--- src/rtl/seq_mult5_pkg.sv ---
`default_nettype none
// ============================================================================
// Module   : seq_mult5_pkg
// Purpose  : Shared widths and FSM encoding for the 5x5 sequential multiplier.
// Revision : 1.0 - initial release
// ============================================================================
package seq_mult5_pkg;

  localparam int c_op_w   = 5;
  localparam int c_prod_w = 10;
  localparam int c_iters  = 5;
  localparam int c_cnt_w  = 3;

  localparam logic [c_cnt_w-1:0] c_last_cnt = c_cnt_w'(c_iters - 1);

  typedef enum logic [1:0] {
    ST_IDLE = 2'd0,
    ST_CALC = 2'd1,
    ST_DONE = 2'd2
  } state_t;

endpackage
`default_nettype wire

--- src/rtl/seq_mult5_add.sv ---
`default_nettype none
// ============================================================================
// Module   : seq_mult5_add
// Purpose  : 5-bit ripple-carry adder built from chained full adders, cin = 0.
// Revision : 1.0 - initial release
// ============================================================================
module seq_mult5_add
  import seq_mult5_pkg::*;
(
  input  logic [c_op_w-1:0] i_a,
  input  logic [c_op_w-1:0] i_b,
  output logic [c_op_w-1:0] o_sum,
  output logic              o_cout
);

  logic [c_op_w:0] w_c;

  assign w_c[0] = 1'b0;

  for (genvar i = 0; i < c_op_w; i++) begin : g_fa
    assign o_sum[i]  = i_a[i] ^ i_b[i] ^ w_c[i];
    assign w_c[i+1]  = (i_a[i] & i_b[i]) | (w_c[i] & (i_a[i] ^ i_b[i]));
  end

  assign o_cout = w_c[c_op_w];

endmodule
`default_nettype wire

--- src/rtl/seq_mult5.sv ---
`default_nettype none
// ============================================================================
// Module   : seq_mult5
// Purpose  : 5x5 unsigned shift-and-add multiplier, one adder step per cycle.
// Revision : 1.0 - initial release
// ============================================================================
module seq_mult5
  import seq_mult5_pkg::*;
(
  input  logic                clk,
  input  logic                reset_n,
  input  logic                in_start,
  input  logic [c_op_w-1:0]   in_a,
  input  logic [c_op_w-1:0]   in_b,
  output logic                out_busy,
  output logic                out_done,
  output logic [c_prod_w-1:0] out_p
);

  state_t               r_state;
  state_t               w_state_nxt;
  logic [c_op_w-1:0]    r_m;
  logic [c_op_w-1:0]    r_acc;
  logic [c_op_w-1:0]    r_q;
  logic [c_cnt_w-1:0]   r_cnt;
  logic [c_op_w-1:0]    w_addend;
  logic [c_op_w-1:0]    w_sum;
  logic                 w_carry;

  assign w_addend = r_m & {c_op_w{r_q[0]}};

  seq_mult5_add u_add (
    .i_a    (r_acc),
    .i_b    (w_addend),
    .o_sum  (w_sum),
    .o_cout (w_carry)
  );

  always_ff @(posedge clk or negedge reset_n) begin
    if (!reset_n) begin
      r_state <= ST_IDLE;
    end else begin
      r_state <= w_state_nxt;
    end
  end

  always_comb begin
    w_state_nxt = r_state;
    case (r_state)
      ST_IDLE: if (in_start) w_state_nxt = ST_CALC;
      ST_CALC: if (r_cnt == c_last_cnt) w_state_nxt = ST_DONE;
      ST_DONE: w_state_nxt = ST_IDLE;
      default: w_state_nxt = ST_IDLE;
    endcase
  end

  // The carry-out re-enters as the top bit of the right-shifted {c,s,Q}.
  always_ff @(posedge clk or negedge reset_n) begin
    if (!reset_n) begin
      r_m   <= '0;
      r_acc <= '0;
      r_q   <= '0;
      r_cnt <= '0;
    end else begin
      case (r_state)
        ST_IDLE: begin
          if (in_start) begin
            r_m   <= in_a;
            r_q   <= in_b;
            r_acc <= '0;
            r_cnt <= '0;
          end
        end
        ST_CALC: begin
          {r_acc, r_q} <= {w_carry, w_sum, r_q[c_op_w-1:1]};
          r_cnt        <= r_cnt + 1'b1;
        end
        default: ;
      endcase
    end
  end

  assign out_busy = (r_state == ST_CALC);
  assign out_done = (r_state == ST_DONE);
  assign out_p    = {r_acc, r_q};

endmodule
`default_nettype wire

--- config.mk ---
export PLATFORM = sky130hd
export DESIGN_NAME = seq_mult5
export DESIGN_NICKNAME = d
export VERILOG_FILES = /design/src/rtl/seq_mult5_pkg.sv /design/src/rtl/seq_mult5_add.sv /design/src/rtl/seq_mult5.sv
export SDC_FILE = /design/constraint.sdc
export NUM_CORES = 1
export LEC_CHECK = 0
export BUFFER_PORTS_ARGS = -buffer_cell sky130_fd_sc_hd__buf_4
export CAP_MARGIN = 10
export CORE_MARGIN = 3
export CORE_UTILIZATION = 40
export DETAILED_ROUTE_END_ITERATION = 10
export HOLD_SLACK_MARGIN = 0.08
export PLACE_DENSITY_LB_ADDON = 0.15
export SETUP_SLACK_MARGIN = 0.02
export SKIP_CTS_REPAIR_TIMING = 1
export SYNTH_ARGS = -nofsm -noshare
export SYNTH_HDL_FRONTEND = slang
export SYNTH_SLANG_ARGS = --single-unit
--- constraint.sdc ---
create_clock -name clk -period 3.35 [get_ports clk]
set_clock_uncertainty 0.05 [all_clocks]
set_input_delay 0.335 -clock clk [delete_from_list [all_inputs] [get_ports clk]]
set_output_delay 0.335 -clock clk [all_outputs]
set_load 0.005 [all_outputs]
# Yosys cells after proc, flatten, opt, wreduce, memory -nomap -nowiden
# Index checks and enable logic that the tools add are counted.
# word_totals
ff_bits	20
inputBits	13
output_inout_bits	12
# classes
n_addsub	1
n_eq_ne	5
n_mux	9
bitwise	23
reduce_logical	5
# op_table
operator	n
5-bit case mux with 2 select lines	2
5-bit two-way mux	2
1-bit AND	9
1-bit bitwise XOR	9
3-bit case mux with 2 select lines	1
2-bit AND reduction	3
5-bit AND	1
2-bit two-way mux	2
1-bit bitwise OR	4
2-bit case mux with 2 select lines	1
3-bit by 1-bit adder with 3-bit output, second input constant	1
3-bit equality test, second input constant	1
3-bit two-way mux	1
2-bit by 1-bit equality test with 1-bit output, second input constant	1
2-bit equality test, second input constant	1
2-bit logical NOT	1
2-bit by 1-bit inequality test with 1-bit output, second input constant	1
2-bit inequality test, second input constant	1
2-bit nonzero test	1

# Logic depth before layout (Yosys ltp)
# logic_depth
depth_word	11
depth_mapped	9

# By module
# A second synthesis with hierarchy kept.
# unflattened
cells_unflattened	89
hier_area_um2	1082.3
# modules_own_cells
module	n_inst	cells_each	area_per_inst_um2	seq_area_each_um2
seq_mult5	1	74	952.2	500.5
seq_mult5_add	1	15	130.1	0.0

# Least setup slack after synthesis
# Ideal clock, no wire load.
# synth_path
path_kind	register -> register
start	reg r_q[0]
end	reg r_acc[3]
arrival_ns	2.259
slack_ns	0.920
path_stages_with_launch	10
synth_period_minus_slack_ns	2.430
path_cell_list	dfrtp_1 -> and2_1 -> ha_1 -> inv_1 -> fa_1 -> fa_1 -> inv_1 -> fa_1 -> fa_1 -> a22o_1
# synth_via
elab_chain_cells	10
elab_cells_between_ends	17
cone_classes	mux: 1; bitwise: 16
# synth_rtl
element	line	rtl
start, declared	seq_mult5.sv:24	logic [c_op_w-1:0] r_q;
start signal, assigned	seq_mult5.sv:69	r_q <= in_b;
start signal, assigned	seq_mult5.sv:75	{r_acc, r_q} <= {w_carry, w_sum, r_q[c_op_w-1:1]};
5-bit AND (*)	seq_mult5.sv:30	assign w_addend = r_m & {c_op_w{r_q[0]}};
1-bit AND or 1-bit bitwise XOR (tied branches)	seq_mult5_add.sv:22	assign w_c[i+1] = (i_a[i] & i_b[i]) | (w_c[i] & (i_a[i] ^ i_b[i]));
1-bit AND	seq_mult5_add.sv:22	
1-bit bitwise OR	seq_mult5_add.sv:22	
1-bit AND	seq_mult5_add.sv:22	
1-bit bitwise OR	seq_mult5_add.sv:22	
1-bit AND	seq_mult5_add.sv:22	
1-bit bitwise OR	seq_mult5_add.sv:22	
1-bit bitwise XOR (*)	seq_mult5_add.sv:21	assign o_sum[i] = i_a[i] ^ i_b[i] ^ w_c[i];
5-bit case mux with 2 select lines (*)	seq_mult5.sv:65	case (r_state)
end signal, assigned	seq_mult5.sv:75	
end, declared	seq_mult5.sv:23	logic [c_op_w-1:0] r_acc;
# Every way passes the cells marked *; elsewhere a longest branch is shown, timed or not.
# A chain may end at the register's enable or synchronous reset.

# Worst setup path in the final report
# Ends and elaborated chain as after synthesis.

==> results <==
- The signal on the critical path passes through and2_1 > ha_1 > inv_1 > fa_1 > fa_1 > inv_1 > fa_1 > fa_1 > a22o_1.
- The critical setup path kind is reg -> reg.
- The share of the synthesized area in compound gates (AO/OA/AOI/OAI) is 0.159.
- The number of slew-limit violations in the final report is 0.
- For the pin with the worst max-slew slack, the measured transition is ~0.44 ns.
- The achievable frequency is 393 MHz.
- On the critical path, the stage with the largest delay is an instance of sky130_fd_sc_hd__dfrtp_1.
- The die area is approximately 3000 um2.
- The reported leakage power is about 0.6 nW.
- The cell count after placement is 135.
- The most used cell along the critical path is sky130_fd_sc_hd__fa_1.
- The worst-case IR drop observed on VDD is 0.000468 V.
- At the placement stage, the worst setup path has a slack of around 0.80 ns.
- The average cell area after synthesis is roughly 12 um2.
- The number of sinks handled by clock tree synthesis is 20.
- The overall global routing resource usage is 0.121.
- The repair_antennas step left the layout with diodes totalling 0.
- The final setup violation count is 0.
- The post-detailed-route via-to-cell ratio is 5.19.
- Counting both buffers and inverters, the worst setup path holds a total of 2.
- Of the total synthesized cell area, the portion taken by full adders, half adders and majority gates is 0.120.
- For the worst-skew pair, the clock arrives at the later sink with an insertion delay of 0.29 ns.
- For this run, design rule violations remaining after detail routing come to 0.
- The wire length per cell after detailed routing is approximately 13 um.
- Headroom to the max-slew limit came out at 0.704.
- The overall routed net length is 1.81 mm.
- The worst setup path is launched from a register.
- For this block, wires on met1 add up to 837 um.
- For this design the ratio of total power to cell area is 928 nW/um2.
- The post-CTS clock slew at the launch and capture registers of the worst setup and hold paths is ~0.11 ns.
- The detailed router's first-iteration violation count is 13.
- The Yosys step of the flow raised 0 warnings.
- The net count after synthesis is 105.
- The minimum setup slack in the final design is approximately 0.81 ns.
- Excluding fillers, the count of instances in the completed layout stands at 140.
- The routability congestion estimate is around 0.75.
- The kind of cell adding the most delay to the critical path is adder cells.
- Synthesis instantiated 24 different standard cells from the library.
- The number of antenna violations at the first check in global routing is 0.
- Of the total synthesized cell area, the portion taken by AND, OR, NAND and NOR gates is 0.0944.
- The tightest hold path in the finished design has a slack of roughly 0.21 ns.
- The final standard cell utilization of the core is 0.539.
- The number of I/O port buffers is 24.
- STA classifies the critical path endpoint as a register.
- The detailed-routing iteration count for the pre-antenna-repair pass is 3.
- 25 I/O pins were placed.
- The final clock period utilization by the worst path is 0.759.
- In this run the standard cell core region covers 2280 um2.
- For this run, the register share of the synthesized area comes to 0.510.
- The count of H-tree levels built during CTS is 1.
- Entering global routing, the biggest net connects 21 pins.
- The number of global-route vias before repair was 662.
- The number of cell rows is 17.
- The final critical-path required period is 2.54 ns.
- The highest net fanout along the worst path is 7.
- The post-route total power is between 1 and 1.5 mW.
- The y dimension of the die is 55.5 um.
- For this configuration, the core starts out at a cell density of 0.431.
- The count of nets left with antenna violations once routing finished came out at 0.
- The share of final-layout standard cells stronger than drive strength 1 is 0.321.
- Measured against the total synthesized area, the mux share comes to 0.0574.
- The post-layout instance area is between 1000 and 1500 um2.
- The maximum root-to-sink buffer count is 2.
- The library cell used most frequently in the layout, excluding fill and tap cells, is sky130_fd_sc_hd__buf_4.
- Synthesis produced 85 cells.
- The total number of nets in the final design is 133.
- After synthesis, the largest family of logic cells by area is compound AO/OA/AOI/OAI gates.
- The top cell types in the final layout, fill and taps aside, are 24 x sky130_fd_sc_hd__buf_4, 20 x sky130_fd_sc_hd__dfrtp_1, 11 x sky130_fd_sc_hd__inv_1, 8 x sky130_fd_sc_hd__o22ai_1, 6 x sky130_fd_sc_hd__nand2_1.
- The kind of path behind the tightest hold check is in -> reg.
- In this run, synthesis produced a sequential element count of 20.
- The global-route wire length before repair is 3.01 mm.
- The count of final hold-check violations is 0.
- The cell area after synthesis is roughly 980 um2.
- The run finished with clean final reports.
- In this run the horizontal extent of the chip is 55.5 um.
- The sum of met3 wire segment lengths after detailed routing is 116 um.
- The max-capacitance violation count is 0.
- The half-perimeter wire length of the detailed placement result is 1.37 mm.
- The total congestion overflow after global routing is 0.
- The CTS root buffer is sky130_fd_sc_hd__clkbuf_4.
- In this run the cell area measured after placement is approximately 1200 um2.
- TritonCTS created 3 clock buffers.
- After detailed routing, the met2 layer carries between 800 and 900 um of wire.
- Data on the critical path is required at its endpoint by approximately 3.5 ns.
- Setup slack on the worst reg-to-reg path comes out at 0.81 ns.
- The largest stage delay on the critical path is 0.44 ns.
- For the worst setup path, the data arrival time is 2.69 ns.
- Setup repair after global routing left no endpoint under its margin.
- The TritonCTS clock tree is built.
- Summed over all failing endpoints, the final setup total negative slack is 0 ns.
- The detailed router used layers up to and including met4.
- Of the total synthesized cell area, the portion taken by XOR and XNOR cells is 0.
- The detailed router placed around 730 vias in this run.
- Relative to the synthesized area, the layout overhead comes to 25.0%.
routing by layer:
metal / GRT usage / vias to the layer above
met5: 0 / -
met4: 0.0417 / 0
met3: 0.0304 / 2
met2: 0.186 / 21
met1: 0.165 / 353
li1: - / 350
path summary, 6_finish.rpt:
path / startpoint / endpoint / cells after the start
worst max-delay path: r_q[0]$_DFFE_PN0P_ / r_acc[3]$_DFFE_PN0P_ / 9
worst min-delay path: in_a[3] / r_m[3]$_DFFE_PN0P_ / 2
worst max register to register: r_q[0]$_DFFE_PN0P_ / r_acc[3]$_DFFE_PN0P_ / 9
worst min register to register: r_m[4]$_DFFE_PN0P_ / r_m[4]$_DFFE_PN0P_ / 1
max in group asynchronous: reset_n / r_m[1]$_DFFE_PN0P_ / 2
min in group asynchronous: reset_n / r_state[0]$_DFFE_PN0P_ / 2
synth_stat cells (all sizes together):
cell / n / area share
a21oi: 5 / 0.026
a22o: 4 / 0.036
inv: 11 / 0.042
dfrtp: 20 / 0.51
fa: 4 / 0.082
o311ai: 1 / 0.0089
nand2: 6 / 0.023
buf: 2 / 0.017
o21ai: 4 / 0.020
nand3: 1 / 0.0051
nor2: 2 / 0.015
nand2b: 2 / 0.015
a31oi: 1 / 0.0064
or4b: 1 / 0.010
and3: 1 / 0.0064
ha: 3 / 0.038
mux2: 5 / 0.057
o21bai: 1 / 0.011
and2: 3 / 0.019
o22ai: 8 / 0.051
kinds of logic (layout without fill, tap and decap cells):
group,count (synthesis),in the layout
fa+ha+maj,7,7
simple gates,16,16
compound gates,24,24
mux,5,5
flops,20,20
buf+inv,13,40
cell type report:
| type | instances | area [um2] |
|---|---|---|
| Fill cell | 209 | 1050 |
| Sequential cell | 20 | 500 |
| Multi-Input combinational cell | 52 | 423 |
| Timing Repair Buffer | 25 | 190 |
| Inverter | 11 | 41.3 |
| Clock buffer | 4 | 36.3 |
| Tap cell | 28 | 35.0 |
sequential cells by signal, summed over array words and instances (netlist names):
register and cells:
r_m 5, r_cnt 3, r_acc 5, r_state 2, r_q 5
power breakdown:
group          leakage, nW  internal (mW)  switching (mW)  total (mW)
Sequential           0.238          0.363           0.110       0.473
Clock               0.0210         0.0662          0.0723       0.138
Combinational        0.324          0.286           0.241       0.526
No activity file was read; power rests on OpenSTA's default activity.
